[src/rtl/mem_responder.sv]
`default_nettype none
//============================================================================
// Module   : mem_responder
// Purpose  : Memory-side responder for CPU fetch/load/store requests. Each
//            request is served from an internal byte-wide RAM after
//            WAIT_STATES extra cycles. Read data or a write acknowledgement
//            is then returned on a valid/ready response channel. Only one
//            request is in flight at a time.
// Revision : 1.0 - initial release
//----------------------------------------------------------------------------
// Parameters
//   DEPTH        number of 8-bit words implemented (2..256). Legal addresses
//                are 0..DEPTH-1.
//   WAIT_STATES  extra cycles between request accept and response (0..15).
//                The wait counter is 4 bits wide.
// Ports
//   clk          system clock, rising edge
//   reset        asynchronous reset, active low (0 = in reset)
//   req_valid    request present
//   req_ready    responder can accept a request (IDLE only)
//   req_write    1 = store, 0 = load/fetch
//   req_addr     word address
//   req_wdata    store data
//   rsp_valid    response present (RESPOND state)
//   rsp_ready    requester accepts the response
//   rsp_rdata    load data (0 for writes and for errors)
//   rsp_err      address was >= DEPTH
//   busy         FSM is not in IDLE
// Optional feature (macro MEMRSP_LOAD_PORT_EN)
//   ld_en        program preload enable. Acts in IDLE only and blocks requests.
//   ld_addr      preload address. Ignored when >= DEPTH.
//   ld_data      preload data
//============================================================================
module mem_responder #(
   parameter int DEPTH       = 256,
   parameter int WAIT_STATES = 1
) (
   input  logic       clk,
   input  logic       reset,
   input  logic       req_valid,
   output logic       req_ready,
   input  logic       req_write,
   input  logic [7:0] req_addr,
   input  logic [7:0] req_wdata,
   output logic       rsp_valid,
   input  logic       rsp_ready,
   output logic [7:0] rsp_rdata,
   output logic       rsp_err,
   output logic       busy
`ifdef MEMRSP_LOAD_PORT_EN
   ,
   input  logic       ld_en,
   input  logic [7:0] ld_addr,
   input  logic [7:0] ld_data
`endif
);

   localparam int         AW       = (DEPTH > 1) ? $clog2(DEPTH) : 1;
   localparam logic [3:0] CNT_INIT = (WAIT_STATES > 0) ? 4'(WAIT_STATES - 1) : 4'd0;

   typedef enum logic [1:0] {
      IDLE    = 2'd0,
      ACCESS  = 2'd1,
      RESPOND = 2'd2
   } state_t;

   state_t     state;
   state_t     state_nxt;
   logic [3:0] cnt;
   logic       accept;
   logic       do_access;
   logic       ld_active;

   // Request captured at the accept edge. It is used by the deferred access.
   logic       lat_write;
   logic [7:0] lat_addr;
   logic [7:0] lat_wdata;

   logic [7:0] rdata_q;
   logic       err_q;

   logic [7:0] mem [0:DEPTH-1];

   // Access operands. With zero wait states the access happens at the accept
   // edge, so the live request inputs are used. Otherwise the latched copy is
   // used, which keeps later changes on req_* from reaching the access.
   logic       acc_write;
   logic [7:0] acc_addr;
   logic [7:0] acc_wdata;
   logic       acc_in_range;
   logic [7:0] acc_rdata;

`ifdef MEMRSP_LOAD_PORT_EN
   logic       ld_in_range;
   // Gating with reset stops a preload while reset is asserted.
   assign ld_active   = ld_en & reset & (state == IDLE);
   assign ld_in_range = ({1'b0, ld_addr} < 9'(DEPTH));
`else
   assign ld_active   = 1'b0;
`endif

   assign acc_write    = (state == IDLE) ? req_write : lat_write;
   assign acc_addr     = (state == IDLE) ? req_addr  : lat_addr;
   assign acc_wdata    = (state == IDLE) ? req_wdata : lat_wdata;
   // Use a 9-bit compare so that DEPTH = 256 is representable.
   assign acc_in_range = ({1'b0, acc_addr} < 9'(DEPTH));
   assign acc_rdata    = (acc_in_range && !acc_write) ? mem[acc_addr[AW-1:0]] : 8'h00;

   //-------------------------------------------------------------------------
   // FSM: state register
   //-------------------------------------------------------------------------
   always_ff @(posedge clk or negedge reset) begin
      if (!reset) begin
         state <= IDLE;
      end else begin
         state <= state_nxt;
      end
   end

   //-------------------------------------------------------------------------
   // FSM: next state and handshake strobes
   //-------------------------------------------------------------------------
   always_comb begin
      state_nxt = state;
      req_ready = 1'b0;
      accept    = 1'b0;
      do_access = 1'b0;
      case (state)
         IDLE: begin
            // req_ready is held low during reset so that nothing can be
            // accepted until reset is released.
            req_ready = reset & ~ld_active;
            accept    = req_valid & req_ready;
            if (accept) begin
               if (WAIT_STATES == 0) begin
                  do_access = 1'b1;
                  state_nxt = RESPOND;
               end else begin
                  state_nxt = ACCESS;
               end
            end
         end
         ACCESS: begin
            if (cnt == 4'd0) begin
               do_access = 1'b1;
               state_nxt = RESPOND;
            end
         end
         RESPOND: begin
            if (rsp_ready) begin
               state_nxt = IDLE;
            end
         end
         default: state_nxt = IDLE;
      endcase
   end

   //-------------------------------------------------------------------------
   // Request latch, wait counter and response registers
   //-------------------------------------------------------------------------
   always_ff @(posedge clk or negedge reset) begin
      if (!reset) begin
         cnt       <= 4'd0;
         lat_write <= 1'b0;
         lat_addr  <= 8'h00;
         lat_wdata <= 8'h00;
         rdata_q   <= 8'h00;
         err_q     <= 1'b0;
      end else begin
         if (accept) begin
            lat_write <= req_write;
            lat_addr  <= req_addr;
            lat_wdata <= req_wdata;
            cnt       <= CNT_INIT;
         end else if ((state == ACCESS) && (cnt != 4'd0)) begin
            cnt <= cnt - 4'd1;
         end

         if (do_access) begin
            rdata_q <= acc_rdata;
            err_q   <= ~acc_in_range;
         end else if ((state == RESPOND) && rsp_ready) begin
            rdata_q <= 8'h00;
            err_q   <= 1'b0;
         end
      end
   end

   //-------------------------------------------------------------------------
   // RAM write port. Reset does not clear the RAM. A write that is still
   // waiting in ACCESS is dropped if reset arrives first, because reset
   // returns the FSM to IDLE before the access edge.
   //-------------------------------------------------------------------------
   always_ff @(posedge clk) begin
      if (do_access && acc_write && acc_in_range) begin
         mem[acc_addr[AW-1:0]] <= acc_wdata;
      end
`ifdef MEMRSP_LOAD_PORT_EN
      else if (ld_active && ld_in_range) begin
         mem[ld_addr[AW-1:0]] <= ld_data;
      end
`endif
   end

   assign rsp_valid = (state == RESPOND);
   assign rsp_rdata = rdata_q;
   assign rsp_err   = err_q;
   assign busy      = (state != IDLE);

endmodule
`default_nettype wire

[config.mk]
export PLATFORM = sky130hd
export DESIGN_NAME = mem_responder
export DESIGN_NICKNAME = d
export VERILOG_FILES = /design/src/rtl/mem_responder.sv
export SDC_FILE = /design/constraint.sdc
export NUM_CORES = 2
export LEC_CHECK = 0
export CAP_MARGIN = 30
export CORE_UTILIZATION = 55
export CTS_CLUSTER_DIAMETER = 50
export DETAILED_ROUTE_END_ITERATION = 12
export PLACE_DENSITY = 0.74
export SETUP_SLACK_MARGIN = 0.1
export SYNTH_ARGS = -nofsm -noshare
export SYNTH_HDL_FRONTEND = slang
export SYNTH_SLANG_ARGS = --single-unit
export TNS_END_PERCENT = 1
[constraint.sdc]
create_clock -name clk -period 15.5 [get_ports clk]
set_clock_uncertainty 0.15 [all_clocks]
set_input_delay 4.65 -clock clk [delete_from_list [all_inputs] [get_ports clk]]
set_output_delay 4.65 -clock clk [all_outputs]
set_load 0.005 [all_outputs]
### After elaboration in Yosys (flattened, before gate mapping)

Memory sizes are Yosys's and may differ from the RTL's.
Cells that the tools add are included.

| operators by class | value |
|---|---|
| add/sub/neg operators | 1 |
| bitwise operators | 1 |
| multiplexer cells | 20 |
| reductions and logical operators | 10 |
| equality and inequality tests | 5 |

Operator list:

| kind | number |
|---|---|
| $mux W8 | 5 |
| $mux W1 | 9 |
| $mux W4 | 2 |
| $mux W2 | 3 |
| $pmux W2 S3 | 1 |
| $reduce_bool A2 Y1 | 3 |
| $logic_not A4 Y1 | 1 |
| $ne A2 B1 Y1 const B | 2 |
| $reduce_bool A4 Y1 | 1 |
| $sub A4 B1 Y4 const B | 1 |
| $logic_and A1 B1 Y1 | 3 |
| $reduce_and A3 Y1 | 1 |
| $eq A2 B1 Y1 const B | 1 |
| $eq A2 B2 Y1 const B | 1 |
| $logic_not A2 Y1 | 1 |
| $ne A2 B2 Y1 const B | 1 |
| $and A1 B1 Y1 | 1 |

| storage, ports and cells | value |
|---|---|
| word-level logic and storage cells | 45 |
| memories | 1 |
| bits in writable memories | 2,048 |
| register bits | 32 |
| output and inout port bits | 12 |

Memory list:

| memory | words | width | read ports | clocked after memory_dff | wr ports | RTL line | source |
|---|---|---|---|---|---|---|---|
| mem | 256 | 8 | 1 | 0 | 1 | 82 | `logic [7:0] mem [0:DEPTH-1];` |

### Logic depth before layout (Yosys ltp)

| depth | value |
|---|---|
| depth in word-level cells | 6 |
| mapped depth | 16 |
| mapped depth without buffers | 10 |

### Worst setup path after synthesis

Ideal clock, no wire load.

| timing path | value |
|---|---|
| kind | input port to output port |
| from | in reset |
| to | out req_ready |
| stages on the path | 1 |
| arrival time | 4.775 ns |
| slack | 5.925 ns |
| data required time | 10.700 ns |
| buffers on the path | 0 |
| cells stage by stage | and2_1 |

| between the ends | value |
|---|---|
| cells in the longest elaborated chain, start to end | 1 |

Ends and longest elaborated chain:

| item | RTL line | source |
|---|---|---|
| start, declared | 39 | `input logic reset,` |
| $mux W1 | 128 | `case (state)` |
| end, declared | 41 | `output logic req_ready,` |

No other way between the ends.

### Final worst setup path

Ends and elaborated chain as after synthesis.

==> results.md <==
- DRC Markers: 0
- Final setup fails: 0
- IO buf count: 31
- Sequential share of the synthesized area: 0.811
- Postcts setup bufs: 0
- Top FF cell, synth: edfxtp_1
- # fillers: 9328
- Synth top area cells: edfxtp_1 80%, o22ai_1 7.4%, nor3_1 3.0%
- Hold bufs inserted after CTS: 0
- Ys Warns: 0
- CTS-repair resized insts: 0
- Gpl congestion: 0.870
- Reg-to-Reg Start: state[1]
- I/O pin cnt: 33
- F_max: 92.7 MHz
- Clk_lat worst skew: 0.82 ns
- Most frequent cell after synthesis: edfxtp_1
- CTS max path bufs: 3
- CTS Buf Count: 192
- Minimum clock period: 10.79 ns
- Largest net degree at the start of global routing: 225
- Period utilisation layout: 0.696
- R2R depth: 12
- Wire length per cell: 30.9 um
- CP Data Arrival Time: 5.99 ns
- Yosys top cell area share: 0.801
- CP startpoint: reset
- Number of global-route vias before repair: 44500
- Sink Count: 2079
- Seq cells post-synth: 2079
- Congestion Overflow GR: 0
- Setup TNS: 0 ns
- TritonRoute pass-1 iters: 6
- PwrDens: 156 nW/um^2
- Max-slew headroom: -0.0332
- Std-Cell Rows: 136
- Total Routing Usage GR: 0.289
- WS Path Type: input pin to primary output
- Dpl ws: 4.67 ns
- Worst Path Max Fanout: 33
- Failing checks: slew limit
- Post-synth design cell area: 76800 um^2
- Syn nets: 4666
- Avg Synthesized Cell Area: 16.5 um^2
- Detailed router's first-iteration violation count: 7326
- Setup slack, reg-to-reg: 8.80 ns
- Synth Instances: 4644
- Share of layout cells above drive strength 1: 0.0974
- Clock Root Buffer: clkbuf_16
- Hpwl dp: 113000 um
- CP Launch Type: input pin
- Status: complete, but fails checks
- Initial Util: 0.557
- Worst Setup EP: req_ready
- Hold WC Path Type: register to register
- Detailed Route WL: 206000 um
- CTS tree: yes
- Worst-Margin Slew: 1.55 ns
- Die Y-Extent: 376 um
- Crit. End Element: primary output
- Max Cap Violations: 0
- Reg-to-reg endpoint: rsp_rdata[6]
- Die W: 376 um
- Top cells by instance count after synthesis: 2048 x edfxtp_1, 912 x o22ai_1, 467 x nor3_1
- Post-synth EDFFs: 2048
- Peak VDD IR: 0.135 mV
- Vias: 46500
- Synthesis-to-finish area growth: 11.4%
- RSZ-0062 raised after global routing: no
- Synth area leader: edfxtp_1
- Layout Nets: 4686
- Post-route worst setup slack: 4.71 ns
- Final ANT Viol Nets: 0
- Clock transition at path regs: 0.06 ns
- Final Max Slew Viols: 55
- Core Area: 138000 um^2
- DIE AREA: 141000 um^2
- Initial antenna violation count: 9
- Critical Path RT: 10.70 ns
- Ys async rst share: 0.0149
- Routed vias/inst: 6.96
- First-pass GRT wire length: 298000 um
- Synth cell types: 55
- Leak Pwr: 26.0 nW
- Final hold vios: 0
- Htree depth: 4
## how the worst min path moves through the flow
stage	from	to	cells past startpoint	slack, ns
floorplan	rsp_rdata[2]	rsp_rdata[2]	2	0.32
CTS	lat_wdata[3]	lat_wdata[3]	1	0.36
finish	lat_wdata[3]	lat_wdata[3]	1	0.36
global placement	lat_wdata[6]	lat_wdata[6]	1	0.34
detailed placement	lat_wdata[0]	lat_wdata[0]	1	0.35
global route	lat_wdata[3]	lat_wdata[3]	1	0.38
## sequential cells by signal, summed over array words and instances, names as in the netlist
signal     flops
mem         2048
lat_wdata      8
state          2
rsp_rdata      8
lat_addr       8
lat_write      1
cnt            4
## kinds of logic after synthesis
kind of cell    synth area share
compound gates             0.105
xor+xnor                0.000342
fa+ha+maj               0.000163
buf+inv                   0.0202
flops                      0.811
mux                      0.00363
other cells            0.0000488
simple gates              0.0601
## critical path, cell delays in order
cell             delay [ns]
buf_2                  0.61
and2_1                 0.23
clkdlybuf4s50_1        0.49
## power breakdown
part | total [mW] | switching (mW) | internal (mW)
Clock | 4.62 | 2.01 | 2.61
Sequential | 6.55 | 0.0312 | 6.51
Combinational | 2.19 | 1.66 | 0.525
Total | 13.4 | 3.70 | 9.65
## through the flow
step | instances | area, um^2 | utilization | hold WS (ns) | power (mW)
after floorplan | 4644 | 76800 | - | 0.317 | 7.95
after global placement | 6280 | 79000 | 0.573 | 0.339 | 8.71
after detailed placement | 6322 | 79300 | 0.575 | 0.346 | 8.75
after CTS | 6666 | 85400 | 0.619 | 0.364 | 13.3
after global routing | 6677 | 85600 | 0.620 | 0.378 | 13.6
final | 6678 | 85600 | 0.620 | 0.363 | 13.4
## cells in the final DEF (no fill, tap or decap), types with 4 or more instances in the layout
cell,n
edfxtp_1,2048
o22ai_1,912
nor3_1,467
nor2_1,239
clkbuf_16,195
buf_4,107
nand2_1,86
o311ai_0,64
a22oi_1,61
nor4_1,61
clkinv_1,42
nand3_1,41
a221oi_1,37
o21ai_0,37
a221o_1,36
clkinv_2,35
clkbuf_1,34
or3_1,33
dfrtp_1,31
clkdlybuf4s50_1,30
buf_2,20
bufinv_16,18
mux2_2,17
buf_12,15
nand2_4,12
a21oi_1,10
o41ai_1,9
o31ai_1,8
clkinvlp_4,7
or4_1,6
inv_6,6
buf_16,6
inv_1,5
nand2b_1,5
nor2_4,4
and3_1,4
a41oi_1,4
o221ai_1,4
## metal layers
| layer | part of all wire | global-route usage |
|---|---|---|
| met5 | 0.00058 | 0 |
| met4 | 0.050 | 0.137 |
| met3 | 0.14 | 0.0767 |
| met2 | 0.46 | 0.438 |
| met1 | 0.36 | 0.393 |
## layout make-up
cell class / count / area, um^2 / share of cell area
antenna: 1 / 2.50 / 0.0000292
clock buffer: 232 / 5050 / 0.0590
clock inverter: 112 / 1030 / 0.0121
inverter: 6 / 22.5 / 0.000263
multi-input combinational: 2206 / 13200 / 0.154
sequential: 2079 / 62300 / 0.728
tap: 1863 / 2330 / 0.0272
timing repair buffer: 179 / 1670 / 0.0196
(Power assumes the default switching activity.)
